$ cat src/rtl/sha256_pkg.sv
// Shared definitions for the SHA-256 block sequencer.
//   SHA256_IV   : initial chaining value H0..H7, with H0 in the top word.
//   seq_state_e : sequencer FSM states.
//   DIGEST_W / BLOCK_W : digest and block widths in bits.
package sha256_pkg;

    localparam int DIGEST_W = 256;
    localparam int BLOCK_W  = 512;

    localparam logic [DIGEST_W-1:0] SHA256_IV =
        256'h6a09e667_bb67ae85_3c6ef372_a54ff53a_510e527f_9b05688c_1f83d9ab_5be0cd19;

    typedef enum logic [2:0] {
        ST_IDLE  = 3'd0,
        ST_START = 3'd1,
        ST_RUN   = 3'd2,
        ST_OUT   = 3'd3,
        ST_ERROR = 3'd4
    } seq_state_e;

endpackage

$ cat src/rtl/sha256_watchdog.sv
// Cycle watchdog for the compression core.
//   clk, reset : clock and synchronous active-high reset.
//   clear      : forces the count back to zero (takes priority over enable).
//   enable     : counts one cycle per clock while high.
//   expired    : high in the LIMIT-th enabled cycle since the last clear.
module sha256_watchdog #(
    parameter int LIMIT = 100,
    parameter int WIDTH = $clog2(LIMIT + 1)
) (
    input  logic clk,
    input  logic reset,
    input  logic clear,
    input  logic enable,
    output logic expired
);

    localparam logic [WIDTH-1:0] LAST_CNT = WIDTH'(LIMIT - 1);

    logic [WIDTH-1:0] cnt_q;
    logic [WIDTH-1:0] cnt_d;

    // Next count: clear wins, otherwise count up and park at the last value.
    always_comb begin
        cnt_d = cnt_q;
        if (clear) begin
            cnt_d = '0;
        end else if (enable && (cnt_q != LAST_CNT)) begin
            cnt_d = cnt_q + {{(WIDTH-1){1'b0}}, 1'b1};
        end else begin
            cnt_d = cnt_q;
        end
    end

    // Count register.
    always_ff @(posedge clk) begin
        if (reset) begin
            cnt_q <= '0;
        end else begin
            cnt_q <= cnt_d;
        end
    end

    // The count started at 0, so LAST_CNT marks the LIMIT-th waited cycle.
    assign expired = enable && (cnt_q == LAST_CNT);

endmodule

$ cat src/rtl/sha256_block_sequencer.sv
// Runs a single-block SHA-256 compression core across multi-block messages.
//   in_*        : 512-bit padded block input, valid/ready, with first/last flags.
//   core_*      : drive and observe the external compression core.
//                 core_reset is high except while a block is running.
//   digest_*    : final message digest, valid/ready.
//   blk_count   : blocks completed since the last in_first (saturating).
//   err         : sticky watchdog error; cleared only by reset.
module sha256_block_sequencer
    import sha256_pkg::*;
#(
    parameter int WDOG_LIMIT = 100,
    parameter int CNT_W      = 16
) (
    input  logic                clk,
    input  logic                reset,
    input  logic                in_valid,
    output logic                in_ready,
    input  logic [BLOCK_W-1:0]  in_block,
    input  logic                in_first,
    input  logic                in_last,
    output logic                core_reset,
    output logic [BLOCK_W-1:0]  core_chunk,
    output logic [DIGEST_W-1:0] core_h,
    input  logic [DIGEST_W-1:0] core_digest,
    input  logic                core_done,
    output logic                digest_valid,
    input  logic                digest_ready,
    output logic [DIGEST_W-1:0] digest,
    output logic [CNT_W-1:0]    blk_count,
    output logic                err
);

    seq_state_e          state_q, state_d;
    logic [DIGEST_W-1:0] h_q, h_d;
    logic [BLOCK_W-1:0]  chunk_q, chunk_d;
    logic                last_q, last_d;
    logic [CNT_W-1:0]    blk_count_q, blk_count_d;
    logic                core_reset_q, core_reset_d;
    logic                digest_valid_q, digest_valid_d;
    logic                err_q, err_d;
    logic                wdog_expired;

    sha256_watchdog #(
        .LIMIT (WDOG_LIMIT)
    ) u_wdog (
        .clk     (clk),
        .reset   (reset),
        .clear   (state_q != ST_RUN),
        .enable  (state_q == ST_RUN),
        .expired (wdog_expired)
    );

    // Next-state and datapath updates; registered outputs follow the next state.
    always_comb begin
        state_d     = state_q;
        h_d         = h_q;
        chunk_d     = chunk_q;
        last_d      = last_q;
        blk_count_d = blk_count_q;
        case (state_q)
            ST_IDLE: begin
                if (in_valid) begin
                    chunk_d = in_block;
                    last_d  = in_last;
                    if (in_first) begin
                        h_d         = SHA256_IV;
                        blk_count_d = '0;
                    end else begin
                        h_d         = h_q;
                        blk_count_d = blk_count_q;
                    end
                    state_d = ST_START;
                end else begin
                    state_d = ST_IDLE;
                end
            end
            ST_START: begin
                state_d = ST_RUN;
            end
            ST_RUN: begin
                // A result in the same cycle the watchdog fires still counts.
                if (core_done) begin
                    h_d = core_digest;
                    if (blk_count_q != {CNT_W{1'b1}}) begin
                        blk_count_d = blk_count_q + {{(CNT_W-1){1'b0}}, 1'b1};
                    end else begin
                        blk_count_d = blk_count_q;
                    end
                    state_d = last_q ? ST_OUT : ST_IDLE;
                end else if (wdog_expired) begin
                    state_d = ST_ERROR;
                end else begin
                    state_d = ST_RUN;
                end
            end
            ST_OUT: begin
                if (digest_ready) begin
                    state_d = ST_IDLE;
                end else begin
                    state_d = ST_OUT;
                end
            end
            ST_ERROR: begin
                state_d = ST_ERROR;
            end
            default: begin
                state_d = ST_IDLE;
            end
        endcase
        // Core stays in reset everywhere but RUN, so it starts fresh on RUN entry.
        core_reset_d   = (state_d != ST_RUN);
        digest_valid_d = (state_d == ST_OUT);
        err_d          = (state_d == ST_ERROR);
    end

    // State, chaining value, block register and registered outputs.
    always_ff @(posedge clk) begin
        if (reset) begin
            state_q        <= ST_IDLE;
            h_q            <= SHA256_IV;
            chunk_q        <= '0;
            last_q         <= 1'b0;
            blk_count_q    <= '0;
            core_reset_q   <= 1'b1;
            digest_valid_q <= 1'b0;
            err_q          <= 1'b0;
        end else begin
            state_q        <= state_d;
            h_q            <= h_d;
            chunk_q        <= chunk_d;
            last_q         <= last_d;
            blk_count_q    <= blk_count_d;
            core_reset_q   <= core_reset_d;
            digest_valid_q <= digest_valid_d;
            err_q          <= err_d;
        end
    end

    assign in_ready     = (state_q == ST_IDLE);
    assign core_reset   = core_reset_q;
    assign core_chunk   = chunk_q;
    assign core_h       = h_q;
    assign digest_valid = digest_valid_q;
    assign digest       = h_q;
    assign blk_count    = blk_count_q;
    assign err          = err_q;

endmodule

$ cat config.mk
export PLATFORM = sky130hd
export DESIGN_NAME = sha256_block_sequencer
export DESIGN_NICKNAME = d
export VERILOG_FILES = /design/src/rtl/sha256_pkg.sv /design/src/rtl/sha256_watchdog.sv /design/src/rtl/sha256_block_sequencer.sv
export SDC_FILE = /design/constraint.sdc
export NUM_CORES = 1
export LEC_CHECK = 0
export CORE_AREA = 2 2 701 703
export DETAILED_ROUTE_END_ITERATION = 6
export DIE_AREA = 0 0 703 705
export GPL_TIMING_DRIVEN = 0
export HOLD_SLACK_MARGIN = 0.12
export PLACE_DENSITY_LB_ADDON = 0.05
export SLEW_MARGIN = 20
export SYNTH_ARGS = -nofsm -noshare
export SYNTH_HDL_FRONTEND = slang
export SYNTH_HIERARCHICAL = 1
export SYNTH_SLANG_ARGS = --single-unit
export TNS_END_PERCENT = 50
$ cat constraint.sdc
create_clock -name clk -period 2.35 [get_ports clk]
set_input_delay 0.705 -clock clk [delete_from_list [all_inputs] [get_ports clk]]
set_output_delay 0.705 -clock clk [all_outputs]
set_load 0.01 [all_outputs]
==> flow_summary_export.csv, run 1 <==
group,metric,value,unit
critical_path,crit_top_cell,"buf_6",
place,dp_hpwl,289.2,mm
yosys,synth_edf_count,0,
floorplanning,die_h,705,um
power_and_ir_drop,p_sw_share,29.97,%
clocking,worstSkewPairLatency,0.87,ns
clocking,clk_pin_slew,0.06,ns
global_routing,antenna_found_initial,245,
flow_run,maxCapViolations,0,
yosys,syn_area_per_cell,8.752,um^2
sta,fmax,421.1,MHz
yosys,syn-cell-area,0.02877,mm^2
clocking,h-tree-depth,4,
floorplanning,die_area,0.4956,mm^2
power_and_ir_drop,p_clk_share,51.3,%
sta,rsz0062_at_grt,"yes",
layout,ff_latch_area,0.01647,mm^2
global_routing,grt_pass1_vias,32916,
clocking,clock_sinks,798,
critical_path,crit_path_top_delay_cell,"dfxtp_1",
floorplanning,die_x,703,um
global_routing,grt_first_pass_wirelength,411.9,mm
yosys,synth-warning-count,6,
critical_path,crit_fanout,10,
power_and_ir_drop,combPwrFrac,14.7,%
route,wirelength,337.0,mm
sta,worstMarginPinSlew,0.8099,ns
status,violations,"negative setup slack",
clocking,cts_hold_buf,0,
layout,syn_to_final_growth,106.4,%
yosys,syn_nets,4064,
sta,slew_headroom,45.78,%
clocking,cts.path.max_buffers,4,
floorplanning,start_util,5.893,%
sta,drv_slew,0,
critical_path,cp.required,1.64,ns
sta,finalSetupViolations,1,
floorplanning,io_pins,1819,
yosys,syn_inst,3287,
critical_path,critPathMaxStageDelay,0.30,ns
yosys,yosysUniqueCellTypes,56,
power_and_ir_drop,ir_drop,0.4477,mV
layout,final_net_count,6052,
critical_path,crit_chain,"buf_6 > nor3_4 > buf_6",
clocking,cts_root_buffer,"clkbuf_16",
sta,hold_viol_final,0,
power_and_ir_drop,power_density,728.3,mW/mm^2
layout,design_area,0.05937,mm^2
sta,min_period_over_period,101.1,%
sta,clock_skew,0.07057,ns
layout,multi_input_area,0.009814,mm^2
clocking,cts_tree,"built",
route,drc,0,
route,drt_iter0_drc,1184,
yosys,synth-seq-area-share,55.53,%
place,port_buffers,1818,
sta,timing.setup.tns,-0.02468,ns
route,vias,32126,
global_routing,track_usage,13.06,%
route,firstDrtPassIters,4,
layout,fillCellCount,56322,
global_routing,grt_overflow,0,
power_and_ir_drop,netSwitchingPower,12.96,mW
layout,utilization,12.16,%
critical_path,worst_ep_arrival_time,1.67,ns
sta,setup_slack,-0.02468,ns
layout,drive_gt1_share,26.02,%
route,vias_per_cell,2.702,
critical_path,critPathCaptureType,"output pin",
power_and_ir_drop,pwr-share-seq,33.9,%
global_routing,grt_max_degree,20,
floorplanning,core_area,0.4881,mm^2
status,status,"finished with violations",
critical_path,start_kind,"register",
place,dpl-instance-area,0.05514,mm^2
power_and_ir_drop,power,43.24,mW
route,postRouteAntennaNets,0,
yosys,synth_flop_cell,"dfxtp_1",
power_and_ir_drop,power.leakage,24.31,nW
clocking,cts_made_buffers,142,
yosys,synth_seq_cells,798,
power_and_ir_drop,p_int,30.28,mW
floorplanning,rows,257,
place,gp_congestion,0.7720,
route,wl_per_cell,28.35,um
worst_hold_path,hold_path.class,"primary input to register",
critical_path,critical_path_class,"register to output pin",
sta,fin_crit,2.375,ns
yosys,synthArstFlopShare,0,%
-- state kept, by name, summed over array words and instances (netlist names) --
name          cells
err               1
core_h          256
blk_count        16
digest_valid      1
core_reset        1
state_q           3
core_chunk      512
last_q            1
u_wdog/cnt_q      7
-- timing repair --
item                        CTS  global route
setup endpoints to repair  1814           722
setup buffers                52             3
pin swaps                     0             2
gates resized for setup    2698           520
-- power groups by stage --
stage,registers [mW],logic (mW),clock network [mW]
3_3_place_gp,15.1,7.12,0
6_report,14.7,6.37,22.2
5_1_grt,14.8,6.95,23.9
3_5_place_dp,15.1,7.09,0
2_1_floorplan,15.2,1.68,0
4_1_cts,14.7,6.76,23.6
-- cell type report --
class / count / area share [%]
antenna: 44 / 0.1855
tap: 6475 / 13.65
inverter: 16 / 0.1012
clock buffer: 202 / 6.908
buffer: 466 / 5.104
clock inverter: 36 / 0.9525
timing repair buffer: 1873 / 28.83
sequential: 798 / 27.74
multi-input combinational: 1978 / 16.53
-- metrics by stage --
| step | setup slack (ns) | std cells | hold slack (ns) |
|---|---|---|---|
| after floorplan | 0.3982 | 3287 | 0.4445 |
| after global placement | -3.826 | 11580 | 0.4438 |
| after detailed placement | -1.837 | 11582 | 0.4459 |
| after CTS | -0.2531 | 11842 | 0.2487 |
| after global routing | -0.1569 | 11846 | 0.3195 |
| final | -0.02468 | 11888 | 0.3838 |
-- critical path, delay by kind of cell (launching register included) --
family / cells / cell delay [ns]
buf+inv: 2 / 0.34
flops: 1 / 0.30
simple gates: 1 / 0.21
-- routing by layer --
metal | global-route usage (%) | share of wire [%]
met4 | 2.401 | 2.6
met1 | 11.93 | 32
met5 | 0 | 0.27
met3 | 6.467 | 11
met2 | 25.69 | 54
-- synth_stat cells (2+ instances only) --
cell type,number,area share (%)
a22oi_1,3,0.078
a21oi_1,536,9.3
and4_1,5,0.15
o211a_1,2,0.070
inv_1,14,0.18
nand2_1,1059,14
buf_4,262,6.8
o21ai_0,5,0.087
nand2b_1,3,0.065
nand3_1,26,0.45
o211ai_1,12,0.31
o22a_1,136,4.1
buf_2,89,1.5
a32oi_1,2,0.061
and3_1,4,0.087
xor2_1,2,0.061
nor3_1,9,0.16
nor2_1,8,0.10
o21ai_1,3,0.052
clkbuf_1,132,1.7
buf_1,11,0.14
nor4_1,4,0.087
inv_2,2,0.026
a31oi_1,5,0.11
a211o_1,5,0.15
dfxtp_1,798,56
ha_1,2,0.087
mux2i_1,4,0.14
nand3b_1,2,0.052
nand4_1,8,0.17
a22o_1,104,3.2
and2_1,4,0.087
or3_1,3,0.065
-- cell usage in the layout (no fill, tap or decap), drive strengths merged, types with 4 or more instances in the layout --
| master | instances |
|---|---|
| buf | 753 |
| o22a | 136 |
| a31oi | 6 |
| o21ai | 8 |
| nand3 | 26 |
| mux2i | 4 |
| nor3 | 10 |
| dfxtp | 798 |
| nor4 | 5 |
| clkdlybuf4s50 | 773 |
| clkdlybuf4s15 | 107 |
| nand4 | 9 |
| clkbuf | 439 |
| a22o | 104 |
| and2 | 4 |
| o211ai | 12 |
| and4 | 6 |
| dlygate4sd2 | 326 |
| a211o | 5 |
| diode | 44 |
| inv | 23 |
| dlymetal6s2s | 141 |
| nand2 | 1060 |
| a21oi | 536 |
| nor2 | 9 |
| clkinv | 16 |
| and3 | 4 |
| bufinv | 12 |
-- cells by family after synthesis --
logic type      after synthesis  share of synthesized area [%]
xor+xnor                      2                        0.06090
fa+ha+maj                     2                        0.08698
buf+inv                     511                          10.50
mux                           4                         0.1392
compound gates              823                          17.90
flops                       798                          55.53
simple gates               1147                          15.78
-- worst paths after layout --
path / slack [ns] / depth (start not counted) / startpoint / end
min: 0.38 / 3 / in_block[134] / core_chunk[134]
min reg2reg: 0.45 / 2 / core_chunk[22] / core_chunk[22]
max: -0.02 / 3 / state_q[2] / in_ready
max reg2reg: 0.16 / 9 / state_q[1] / core_chunk[133]
Note: power is estimated with default switching activity, not from simulation.
==> inputs of run 2 (changes only) <==
--- a/config.mk
+++ b/config.mk
@@ -16,4 +16,3 @@
 export SYNTH_HDL_FRONTEND = slang
 export SYNTH_HIERARCHICAL = 1
 export SYNTH_SLANG_ARGS = --single-unit
-export TNS_END_PERCENT = 50
==> run 2 against run 1 <==
  * The flow still finishes with violations (negative setup slack)
  * Clock power hardly changed
  * Critical path depth stayed put
  * Critical endpoint unchanged
  * Core utilization is 0.13 points higher
  * Count of clock-buffer cells in the layout unchanged
  * Total power increased by 0.15%
  * Global-route usage is essentially flat
  * Combinational power up 1%
==> flow_summary_export.csv, run 2 (synthesis results as in run 1) <==
group,metric,value,unit
status,status,"finished with violations",
status,violations,"negative setup slack",
route,wl_per_cell,28.37,um
clocking,cts.path.max_buffers,4,
layout,syn_to_final_growth,108.5,%
layout,utilization,12.29,%
sta,worstMarginPinSlew,0.8316,ns
clocking,h-tree-depth,4,
sta,hold_viol_final,0,
route,drt_iter0_drc,1200,
power_and_ir_drop,power.leakage,22.64,nW
route,vias_per_cell,2.701,
sta,hold_ws,0.3851,ns
route,firstDrtPassIters,4,
global_routing,met2_usage,25.77,%
route,wirelength,337.5,mm
global_routing,grt_first_pass_wirelength,412.5,mm
floorplanning,core_area,0.4881,mm^2
sta,clock_skew,0.06831,ns
sta,slew_headroom,44.33,%
layout,final_common_cell,"nand2_1",
worst_hold_path,hold_path.class,"primary input to register",
clocking,clock_sinks,798,
sta,fin_crit,2.399,ns
route,postRouteAntennaNets,0,
power_and_ir_drop,power,43.30,mW
clocking,cts_tree,"built",
route,vias,32122,
critical_path,r2r_setup_slack,0.20,ns
clocking,clk_pin_slew,0.06,ns
global_routing,grt_pass1_vias,32972,
layout,largest_reg_flops,512,
critical_path,critical_path_class,"register to output pin",
place,gp_congestion,0.7720,
critical_path,worst_ep_arrival_time,1.69,ns
power_and_ir_drop,power_density,721.8,mW/mm^2
floorplanning,die_h,705,um
global_routing,track_usage,13.08,%
power_and_ir_drop,ir_drop,0.4476,mV
clocking,cts_made_buffers,142,
sta,finalSetupViolations,1,
global_routing,met1_usage,11.96,%
place,dp_slack,-1.837,ns
sta,min_period_over_period,102.1,%
floorplanning,die_x,703,um
sta,fmax,416.9,MHz
layout,final_net_count,6066,
floorplanning,die_area,0.4956,mm^2
clocking,cts_hold_buf,0,
critical_path,start_kind,"register",
sta,rsz0062_at_grt,"yes",
critical_path,cp.required,1.64,ns
global_routing,antenna_found_initial,245,
layout,most-common-layout-cells,"nand2_1, clkdlybuf4s50_1, dfxtp_1, a21oi_1, dlygate4sd2_1",
global_routing,grtUsageMet3,6.474,%
global_routing,busiest_layer,"met2",
place,dp_hpwl,289.2,mm
floorplanning,start_util,5.893,%
critical_path,crit_fanout,10,
critical_path,critPathCaptureType,"output pin",
global_routing,grt_overflow,0,
route,drc,0,
floorplanning,io_pins,1819,
floorplanning,rows,257,
clocking,worstSkewPairLatency,0.87,ns
layout,drive_gt1_share,28.35,%
global_routing,grt_max_degree,20,
flow_run,maxCapViolations,0,
sta,setup_slack,-0.04870,ns
clocking,cts_root_buffer,"clkbuf_16",
sta,drv_slew,0,
place,port_buffers,1818,
==> run 2: cell types whose count changed in the layout (fill, tap and decap cells not counted), moves of 14 or more <==
cell,previous run,this run
buf_2,257,287
dlymetal6s2s_1,141,0
dfxtp_2,112,132
dlygate4sd2_1,326,340
buf_4,375,316
clkdlybuf4s15_2,33,236
clkdlybuf4s15_1,74,121
dfxtp_1,591,567
buf_6,112,135
clkbuf_2,170,77
==> run 2: stage by stage <==
step                std cells  setup TNS (ns)  cell area (um^2)
floorplan                3287               0             28770
global placement        11580        -1818.13             55070
detailed placement      11582        -1040.37             55140
CTS                     11857         -0.2811             59840
global route            11860         -0.1614             59900
finish                  11894        -0.04870             59990
==> run 2: path summary, 6_finish.rpt <==
| check | end | cells past startpoint | start |
|---|---|---|---|
| max reg2reg | core_chunk[414] | 9 | state_q[1] |
| max | in_ready | 3 | state_q[2] |
| min reg2reg | core_chunk[22] | 2 | core_chunk[22] |
| min | core_chunk[134] | 3 | in_block[134] |
==> run 2: cell type report <==
type	count	area, um^2
Antenna cell	36	90.09
Buffer	463	3037
Clock buffer	202	4101
Clock inverter	36	565.5
Fill cell	56227	428100
Inverter	16	60.06
Multi-Input combinational cell	1978	9814
Sequential cell	798	16510
Tap cell	6475	8102
Timing Repair Buffer	1890	17710
==> run 2: routing by layer <==
| metal | vias up | part of all wire [%] |
|---|---|---|
| met3 | 590 | 11 |
| met1 | 15101 | 32 |
| met5 | - | 0.27 |
| li1 | 14870 | - |
| met2 | 1429 | 54 |
| met4 | 132 | 2.3 |
==> run 2: repair_timing <==
item / CTS / global route
pin swaps: 1 / 1
setup buffers: 71 / 1
cloned: 0 / 0
resized for setup: 3559 / 73
setup endpoints to repair: 1814 / 222
==> run 2: critical path, cell delays in order, from the launching register on <==
cell     delay, ns
dfxtp_1       0.30
buf_6         0.15
nor3_4        0.21
buf_6         0.21
==> run 2: where the power goes <==
part	internal [mW]	leakage (nW)	total [mW]	switching, mW
Clock	13.4	2.29	22.2	8.74
Combinational	2.75	13.8	6.45	3.70
Sequential	14.2	6.58	14.7	0.514
Total	30.3	22.6	43.3	13.0
==> inputs of run 3 (changes only) <==
--- a/config.mk
+++ b/config.mk
@@ -5,13 +5,14 @@
 export SDC_FILE = /design/constraint.sdc
 export NUM_CORES = 1
 export LEC_CHECK = 0
-export CORE_AREA = 2 2 701 703
+export ABC_AREA = 1
+export CORE_AREA = 2 2 718 720
 export DETAILED_ROUTE_END_ITERATION = 6
-export DIE_AREA = 0 0 703 705
+export DIE_AREA = 0 0 720 722
 export GPL_TIMING_DRIVEN = 0
 export HOLD_SLACK_MARGIN = 0.12
 export PLACE_DENSITY_LB_ADDON = 0.05
-export SLEW_MARGIN = 20
+export SLEW_MARGIN = 40
 export SYNTH_ARGS = -nofsm -noshare
 export SYNTH_HDL_FRONTEND = slang
 export SYNTH_HIERARCHICAL = 1
==> run 3 against run 2 <==
  * The flow still finishes with violations (negative setup slack)
  * Global-route usage grew 0.53 points
  * Clock power is essentially flat
  * Sequential share of layout area shrank 1.1 points
  * Critical endpoint unchanged
  * Critical path depth grew 3
  * Cell count grew 8.2%
  * Clock skew shrank 0.031 ns
  * Die area grew 4.9%
  * Synthesized area grew 7.8%
  * Via count grew 16%
  * Synthesized cell count grew 19%
  * Non-clock buffer count grew 109
  * Setup slack lost 0.21 ns
==> flow_summary_export.csv, run 3 <==
group,metric,value,unit
route,drt_iter0_drc,1626,
sta,fmax,383.9,MHz
critical_path,crit_chain,"inv_2 > nand2_4 > nor2_4 > buf_12 > clkbuf_16 > buf_16",
layout,drive_gt1_share,27.44,%
yosys,synth_flop_cell,"dfxtp_1",
layout,syn_to_final_growth,103.5,%
yosys,synth_seq_cells,798,
critical_path,crit_fanout,2,
route,postRouteAntennaNets,0,
worst_hold_path,hold_path.class,"primary input to register",
sta,finalSetupViolations,12,
clocking,cts_made_buffers,146,
global_routing,antenna_found_initial,302,
critical_path,cp.required,1.64,ns
layout,most-common-layout-cells,"nand2_1, nand3_1, clkdlybuf4s50_1, a21oi_1, dfxtp_1",
place,gp_congestion,0.8238,
floorplanning,io_pins,1819,
route,wirelength,368.7,mm
floorplanning,rows,263,
route,firstDrtPassIters,5,
floorplanning,start_util,6.061,%
floorplanning,die_area,0.5198,mm^2
sta,hold_ws,0.4256,ns
floorplanning,core_area,0.5117,mm^2
sta,worstMarginPinSlew,0.7697,ns
critical_path,critPathMaxStageDelay,0.32,ns
place,dp_hpwl,310.9,mm
layout,ff_latch_area,0.01670,mm^2
place,port_buffers,1818,
clocking,cts_root_buffer,"clkbuf_16",
layout,fillCellCount,58941,
yosys,synth-warning-count,6,
global_routing,grt_pass1_vias,37673,
global_routing,track_usage,13.61,%
clocking,clk_pin_slew,0.06,ns
power_and_ir_drop,power_density,727.5,mW/mm^2
yosys,synthArstFlopShare,0,%
critical_path,critPathTopFamily,"buffers and inverters",
route,wl_per_cell,28.65,um
layout,largest_reg_flops,512,
sta,drv_slew,0,
sta,rsz0062_at_grt,"yes",
critical_path,critPathCaptureType,"output pin",
clocking,cts.path.max_buffers,4,
power_and_ir_drop,power.leakage,23.70,nW
critical_path,crit_path_top_delay_cell,"dfxtp_2",
yosys,synth_edf_count,0,
yosys,synth_top_area_share,51.51,%
clocking,clock_sinks,798,
yosys,synth_top_cells_by_count,"nand2_1, dfxtp_1, nand3_1",
status,violations,"negative setup slack",
clocking,cts_tree,"built",
yosys,synth-seq-area-share,51.51,%
sta,fin_crit,2.605,ns
layout,multi_input_area,0.01151,mm^2
clocking,h-tree-depth,4,
sta,setup_slack,-0.2548,ns
critical_path,cp_num_buf_inv,4,
global_routing,grt_first_pass_wirelength,455.7,mm
floorplanning,die_x,720,um
global_routing,grt_max_degree,12,
yosys,ys_top_cells_by_area,"dfxtp_1, nand3_1, a21oi_1, nand2_1, buf_4",
flow_run,maxCapViolations,0,
yosys,yosysUniqueCellTypes,30,
critical_path,worst_ep_arrival_time,1.90,ns
power_and_ir_drop,power,45.93,mW
route,vias_per_cell,2.888,
power_and_ir_drop,ir_drop,0.4283,mV
yosys,syn_inst,3919,
critical_path,critical_path_class,"register to output pin",
clocking,worstSkewPairLatency,0.84,ns
yosys,post-synth-top-count-cell,"nand2_1",
global_routing,grt_overflow,0,
yosys,synth_area_leader_cell,"dfxtp_1",
route,vias,37166,
status,status,"finished with violations",
floorplanning,die_h,722,um
yosys,syn_nets,4696,
yosys,syn-cell-area,0.03102,mm^2
sta,slew_headroom,48.69,%
sta,min_period_over_period,110.8,%
layout,final_common_cell,"nand2_1",
sta,clock_skew,0.03685,ns
yosys,syn_area_per_cell,7.914,um^2
route,drc,0,
critical_path,start_kind,"register",
sta,hold_viol_final,0,
layout,final_net_count,6708,
[run 3: cell count changes in the layout (fill, tap and decap cells not counted), moves of 35 or more]
cell	change
dfxtp_2	-35
buf_6	+46
nor2_1	+35
diode_2	+41
clkbuf_1	+49
buf_4	-51
a22o_1	-104
dfxtp_4	+62
o21ai_0	+137
nand2_1	-224
o22a_1	-136
a21oi_1	+112
nand3_1	+749
buf_2	+88
[run 3: worst paths after layout]
| check | startpoint | to | slack, ns | depth (start not counted) |
|---|---|---|---|---|
| worst max-delay path | state_q[2] | in_ready | -0.25 | 6 |
| worst min-delay path | in_block[312] | core_chunk[312] | 0.43 | 3 |
| worst max register to register | state_q[2] | core_chunk[277] | -0.06 | 9 |
| worst min register to register | core_chunk[0] | core_chunk[0] | 0.45 | 2 |
[run 3: per-stage QoR]
step	setup WS (ns)	cell area (um^2)	utilization (%)	setup TNS, ns	std cells
floorplan	0.6140	31020	-	0	3919
global placement	-2.775	57670	11.27	-1339.67	12494
global route	-0.4641	62990	12.31	-13.66	12811
CTS	-0.5019	63050	12.32	-14.35	12803
detailed placement	-1.757	57710	11.28	-958.31	12495
finish	-0.2548	63130	12.34	-0.6629	12868
[run 3: layer usage]
layer  vias to the layer above  routed length, um  GRT usage [%]
met5                         -                690              0
met4                       104               8977          2.558
met3                       648              34130          5.657
met2                      1640             200100          26.70
met1                     17610             124800          13.18
li1                      17164                  -              -
[run 3: tightest hold or removal path, cell delays in order]
cell and delay (ns):
clkdlybuf4s50_1 0.40, nand3_1 0.08, a21oi_1 0.06
[run 3: final cells by class]
| cell class | count | share of cell area, % |
|---|---|---|
| clock inverter | 34 | 0.7254 |
| sequential | 798 | 26.45 |
| clock buffer | 217 | 6.689 |
| multi-input combinational | 2489 | 18.23 |
| timing repair buffer | 1908 | 28.38 |
| tap | 6757 | 13.39 |
| antenna | 77 | 0.3052 |
| buffer | 554 | 5.609 |
| inverter | 34 | 0.2101 |
[run 3: what timing repair did]
item	in CTS	in global routing
hold buffers	0	0
cloned	0	0
pin swaps	2	1
setup buffers	95	3
setup endpoints to repair	1745	455
gates resized for setup	3715	73
[run 3: cells by family after synthesis]
family	count (synthesis)	share of synthesized area (%)
AND/OR/NAND/NOR	1682	23.78
AO/OA/AOI/OAI	800	12.94
flip-flops	798	51.51
buffers and inverters	632	11.55
XOR/XNOR	5	0.1412
adder cells (fa/ha/maj)	2	0.08067
[run 3: where the power goes]
group,internal [mW],switching (mW),leakage (nW),total (mW)
Combinational,3.69,5.01,14.8,8.69
Clock,13.2,8.93,2.28,22.1
Sequential,14.4,0.759,6.61,15.1
Total,31.2,14.7,23.7,45.9
